--- src/rtl/result_stream_reader.sv ---
// result_stream_reader: drains output_memory through its PL read port and streams the
// words out as valid/ready beats with a last flag, buffered by a 2-entry skid FIFO.
module result_stream_reader #(
    parameter int unsigned DATA_WIDTH = 16,
    parameter int unsigned ADDR_WIDTH = 12
) (
    input  logic                  clk,
    input  logic                  rst_n,
    input  logic                  start,
    input  logic [ADDR_WIDTH-1:0] base_addr,
    input  logic [ADDR_WIDTH:0]   len,
    output logic                  mem_en,
    output logic                  mem_we,
    output logic [ADDR_WIDTH-1:0] mem_addr,
    input  logic [DATA_WIDTH-1:0] mem_dout,
    output logic [DATA_WIDTH-1:0] m_tdata,
    output logic                  m_tvalid,
    input  logic                  m_tready,
    output logic                  m_tlast,
    output logic                  busy,
    output logic                  done
);

    localparam int unsigned LEN_W = ADDR_WIDTH + 1;
    localparam int unsigned CNT_W = 2;
    localparam int unsigned CRD_W = 3;

    typedef enum logic [1:0] {
        S_IDLE   = 2'd0,
        S_STREAM = 2'd1,
        S_FINISH = 2'd2
    } state_t;

    state_t                r_state;
    state_t                w_state_nxt;

    logic [LEN_W-1:0]      r_len;
    logic [LEN_W-1:0]      r_rd_cnt;
    logic [LEN_W-1:0]      r_sent_cnt;
    logic [ADDR_WIDTH-1:0] r_addr;
    logic                  r_inflight;

    logic [DATA_WIDTH-1:0] r_fifo [2];
    logic                  r_wptr;
    logic                  r_rptr;
    logic [CNT_W-1:0]      r_count;

    logic                  r_busy;
    logic                  r_done;

    logic                  w_start_ok;
    logic                  w_valid;
    logic                  w_pop;
    logic                  w_push;
    logic                  w_last_beat;
    logic                  w_has_credit;
    logic                  w_can_issue;
    logic [CRD_W-1:0]      w_used;
    logic [CRD_W-1:0]      w_avail;

    assign w_start_ok  = (r_state == S_IDLE) && start;
    assign w_valid     = (r_count != '0);
    assign w_pop       = w_valid && m_tready;
    assign w_push      = r_inflight;
    assign w_last_beat = w_valid && (r_sent_cnt == (r_len - LEN_W'(1)));

    // Words buffered or in flight must stay below 2 plus whatever leaves this cycle
    assign w_used       = CRD_W'(r_count) + CRD_W'(r_inflight);
    assign w_avail      = CRD_W'(2) + CRD_W'(w_pop);
    assign w_has_credit = (w_used < w_avail);
    assign w_can_issue  = (r_rd_cnt < r_len) && w_has_credit;

    // State register
    always_ff @(posedge clk or negedge rst_n) begin
        if (!rst_n) begin
            r_state <= S_IDLE;
        end else begin
            r_state <= w_state_nxt;
        end
    end

    // Next-state and read strobe
    always_comb begin
        w_state_nxt = r_state;
        mem_en      = 1'b0;
        case (r_state)
            S_IDLE: begin
                if (start) begin
                    w_state_nxt = (len == '0) ? S_FINISH : S_STREAM;
                end
            end
            S_STREAM: begin
                mem_en = w_can_issue;
                if (w_pop && w_last_beat) begin
                    w_state_nxt = S_FINISH;
                end
            end
            S_FINISH: begin
                w_state_nxt = S_IDLE;
            end
            default: begin
                w_state_nxt = S_IDLE;
            end
        endcase
    end

    // Transfer bookkeeping: length, read/send counters, read address
    always_ff @(posedge clk or negedge rst_n) begin
        if (!rst_n) begin
            r_len      <= '0;
            r_rd_cnt   <= '0;
            r_sent_cnt <= '0;
            r_addr     <= '0;
            r_inflight <= 1'b0;
        end else begin
            r_inflight <= mem_en;
            if (w_start_ok) begin
                r_len      <= len;
                r_addr     <= base_addr;
                r_rd_cnt   <= '0;
                r_sent_cnt <= '0;
            end else begin
                if (mem_en) begin
                    r_addr   <= r_addr + ADDR_WIDTH'(1);
                    r_rd_cnt <= r_rd_cnt + LEN_W'(1);
                end
                if (w_pop) begin
                    r_sent_cnt <= r_sent_cnt + LEN_W'(1);
                end
            end
        end
    end

    // Skid FIFO: captures read data one cycle after the strobe
    always_ff @(posedge clk or negedge rst_n) begin
        if (!rst_n) begin
            for (int i = 0; i < 2; i++) begin
                r_fifo[i] <= '0;
            end
            r_wptr  <= 1'b0;
            r_rptr  <= 1'b0;
            r_count <= '0;
        end else begin
            if (w_push) begin
                r_fifo[r_wptr] <= mem_dout;
                r_wptr         <= ~r_wptr;
            end
            if (w_pop) begin
                r_rptr <= ~r_rptr;
            end
            case ({w_push, w_pop})
                2'b10:   r_count <= r_count + CNT_W'(1);
                2'b01:   r_count <= r_count - CNT_W'(1);
                default: r_count <= r_count;
            endcase
        end
    end

    // Status flags follow the next state so they line up with STREAM/FINISH
    always_ff @(posedge clk or negedge rst_n) begin
        if (!rst_n) begin
            r_busy <= 1'b0;
            r_done <= 1'b0;
        end else begin
            r_busy <= (w_state_nxt != S_IDLE);
            r_done <= (w_state_nxt == S_FINISH);
        end
    end

    a_no_overflow: assert property (@(posedge clk) disable iff (!rst_n)
        !(w_push && !w_pop && (r_count == CNT_W'(2))));

    assign mem_we   = 1'b0;
    assign mem_addr = r_addr;
    assign m_tdata  = r_fifo[r_rptr];
    assign m_tvalid = w_valid;
    assign m_tlast  = w_last_beat;
    assign busy     = r_busy;
    assign done     = r_done;

endmodule
--- config.mk ---
export PLATFORM = sky130hd
export DESIGN_NAME = result_stream_reader
export DESIGN_NICKNAME = d
export VERILOG_FILES = /design/src/rtl/result_stream_reader.sv
export SDC_FILE = /design/constraint.sdc
export NUM_CORES = 1
export LEC_CHECK = 0
export ABC_AREA = 1
export BUFFER_PORTS_ARGS = -buffer_cell sky130_fd_sc_hd__clkbuf_2
export CAP_MARGIN = 20
export CORE_ASPECT_RATIO = 0.6
export CORE_MARGIN = 10
export CORE_UTILIZATION = 60
export DETAILED_ROUTE_END_ITERATION = 8
export HOLD_SLACK_MARGIN = 0.05
export PLACE_DENSITY = 0.91
export SLEW_MARGIN = 10
export SYNTH_ARGS = -nofsm -noshare
export SYNTH_HDL_FRONTEND = slang
export SYNTH_SLANG_ARGS = --single-unit
--- constraint.sdc ---
create_clock -name clk -period 3.54 [get_ports clk]
set_input_delay 0.531 -clock clk [delete_from_list [all_inputs] [get_ports clk]]
set_output_delay 0.531 -clock clk [all_outputs]
set_load 0.02 [all_outputs]
==> reports/metrics.yaml <==
global_routing:
  grt_max_degree: 74
  use_met3_pct: 6.425
  met1_usage_pct: 27.93
  grt_pass1_wl_mm: 23.20
  overflow: 0
  antenna_found_initial: 0
  grt_most_used_layer: "met2"
  grt_use_total_pct: 21.21
  met2_usage_pct: 33.08
  grt_pass1_vias: 4958
status:
  outcome: "finished, final reports clean"
placed_design:
  dp_hpwl_mm: 9.830
  port_buffers: 77
  placed_cells: 894
  routabilityCongestion: 0.9393
hold_path:
  hold_path.class: "in -> async"
logic_synthesis:
  ys.flop_type: "dfrtp_1"
  synth.avg_cell_area_sq_um: 7.276
  ys_seq_elements: 92
  synth_edf_count: 0
  yosysMostFrequentCell: "nand2_1"
  syn-num-nets: 790
  synthArstFlopShare_pct: 100.0
  ys_types: 32
  yosysTopAreaCell: "dfrtp_1"
  yosysWarnings: 0
  yosys-top-cells-count: "nand2_1, dfrtp_1, inv_1"
  yosysSeqAreaShare_pct: 43.58
  synth_top_area_share_pct: 43.58
  netlist_area_sq_um: 5283
  netlist_top_cells_area: "dfrtp_1, nand2_1, o21ai_0"
  syn_inst: 726
power_and_ir_drop:
  cellInternalPower_uw: 2864
  combPwrFrac_pct: 50.1
  p_sw_uw: 2761
  power.share.clock_pct: 16.4
  vdd_ir_drop_max_v: 0.0006386
  power_density_nw_per_um2: 936.6
  power_frac_seq_pct: 33.4
  power.leakage_uw: 0.003248
  p_sw_share_pct: 49.08
layout:
  antenna_cells: 0
  layout-drive-gt1-share_pct: 13.53
  area_growth_pct: 13.69
  fin_nets: 857
  layoutNonFillerInstCount: 910
timing:
  period_share_pct: 83.90
  tns_ps: 0
  skew_ps: 7.065
  setup_viol: 0
  maxSlewViolCount: 0
  fmax_mhz: 336.7
  post-route-min-period_ps: 2970
  rsz0062_at_grt: "no"
  tightest_slew_ps: 954.7
  relSlewSlack_pct: 36.36
  hold_viol: 0
worst_setup_path:
  crit_path_end_kind: "output pin"
  worst-path-max-fanout: 18
  cp.required_ps: 3010
  worstPathArrival_ps: 2440
  crit_type: "reg -> out"
  critPathLaunchType: "flop"
clocking:
  cts_tree: "yes"
  numCtsBuffers: 9
  cts.clk_slew.worst_paths_ps: 70
  insertion_delay_ps: 350
  cts_hold_repair.buffers: 0
  clockRootBuffer: "clkbuf_16"
  htree_num_levels: 3
  clk_path_buf_depth: 2
  cts_resized: 0
  cts_setup_buffers: 0
  cts_sinks: 92
flow_run:
  cap_violations: 0
drt:
  dr_total_vias: 5058
  drc: 0
  wl_mm: 13.57
  ant_nets: 0
  first_iter_violations: 555
  drtPass1Iterations: 5
  vias_per_cell: 5.558
  wire_per_inst_um: 14.91
floorplan:
  rows: 26
  core_area_sq_um: 8556
  die_h_um: 92.68
  start_util_pct: 61.74
  fp.dieArea_sq_um: 13080
  ios: 79
  die_w_um: 141.1
logic make-up after synthesis:
family / count (synthesis) / synth area share [%]
flip-flops: 92 / 43.58
AO/OA/AOI/OAI: 93 / 9.095
AND/OR/NAND/NOR: 389 / 30.39
other: 1 / 0.07099
adder cells (fa/ha/maj): 19 / 4.500
buffers and inverters: 105 / 7.887
XOR/XNOR: 27 / 4.476
state kept, by name, summed over array words and instances, names as in the netlist:
register / cells
r_fifo: 32
r_len: 13
r_rd_cnt: 13
r_sent_cnt: 13
mem_addr: 12
r_count: 2
r_state: 2
busy: 1
done: 1
r_inflight: 1
r_rptr: 1
r_wptr: 1
layer usage:
| metal | vias up | wire length (um) |
|---|---|---|
| met5 | - | 0 |
| met4 | 0 | 151 |
| met3 | 21 | 1254 |
| met2 | 232 | 6159 |
| met1 | 2369 | 6006 |
| li1 | 2436 | - |
metrics by stage:
step / setup slack, ps / power (uW) / cell area (sq um) / hold slack (ps) / utilization, %
2_1_floorplan: 1474 / 3915 / 5283 / 235.4 / -
3_3_place_gp: 1088 / 4470 / 5731 / 465.8 / 66.98
3_5_place_dp: 963.7 / 4663 / 5731 / 474.0 / 66.98
4_1_cts: 588.2 / 5610 / 6006 / 361.3 / 70.20
5_1_grt: 327.1 / 6123 / 6006 / 384.8 / 70.20
6_report: 570.1 / 5625 / 6006 / 317.4 / 70.20
layout by cell type (no fill, tap or decap), types with 5 or more instances in the layout:
master | Yosys | layout
o21ai_0 | 72 | 72
nand2_1 | 246 | 246
dfrtp_1 | 92 | 92
buf_4 | 1 | 5
clkbuf_2 | 1 | 76
xnor2_1 | 5 | 5
nand4_1 | 8 | 8
nor2_1 | 61 | 61
inv_1 | 76 | 76
nor3_1 | 14 | 14
xor2_1 | 22 | 22
a21oi_1 | 13 | 13
clkbuf_16 | 0 | 9
nand3_1 | 48 | 48
ha_1 | 19 | 19
power groups by stage:
stage / Clock, uW / Sequential (uW) / Combinational, uW
floorplan: 0 / 1820 / 2090
global placement: 0 / 1850 / 2620
detailed placement: 0 / 1880 / 2780
CTS: 934 / 1870 / 2810
global route: 981 / 1940 / 3200
finish: 924 / 1880 / 2820
area by class of cell:
class	count	area (sq um)
Timing Repair Buffer	81	417.9
Fill cell	664	2550
Multi-Input combinational cell	529	2570
Sequential cell	92	2302
Inverter	80	300.3
Clock buffer	10	229.0
Clock inverter	6	46.29
Tap cell	112	140.1
worst paths after layout:
path	startpoint	to	slack, ps	cells after the start
max in group asynchronous	rst_n	r_fifo[15]	2480	2
max	r_count[0]	mem_en	570	9
max reg2reg	r_len[4]	r_rd_cnt[11]	1100	13
min in group clk	len[5]	r_len[5]	410	3
min reg2reg	r_fifo[24]	r_fifo[24]	490	2
min	rst_n	r_sent_cnt[11]	320	1
critical path, stage by stage, from the launching register on:
cell and delay (ps):
dfrtp_1 450, ha_1 210, ha_1 210, nor2_1 100, nand3_1 80, a31oi_1 140, and3_1 180, nand2_2 230
inv_1 280, clkbuf_2 230
(Power assumes the default switching activity.)
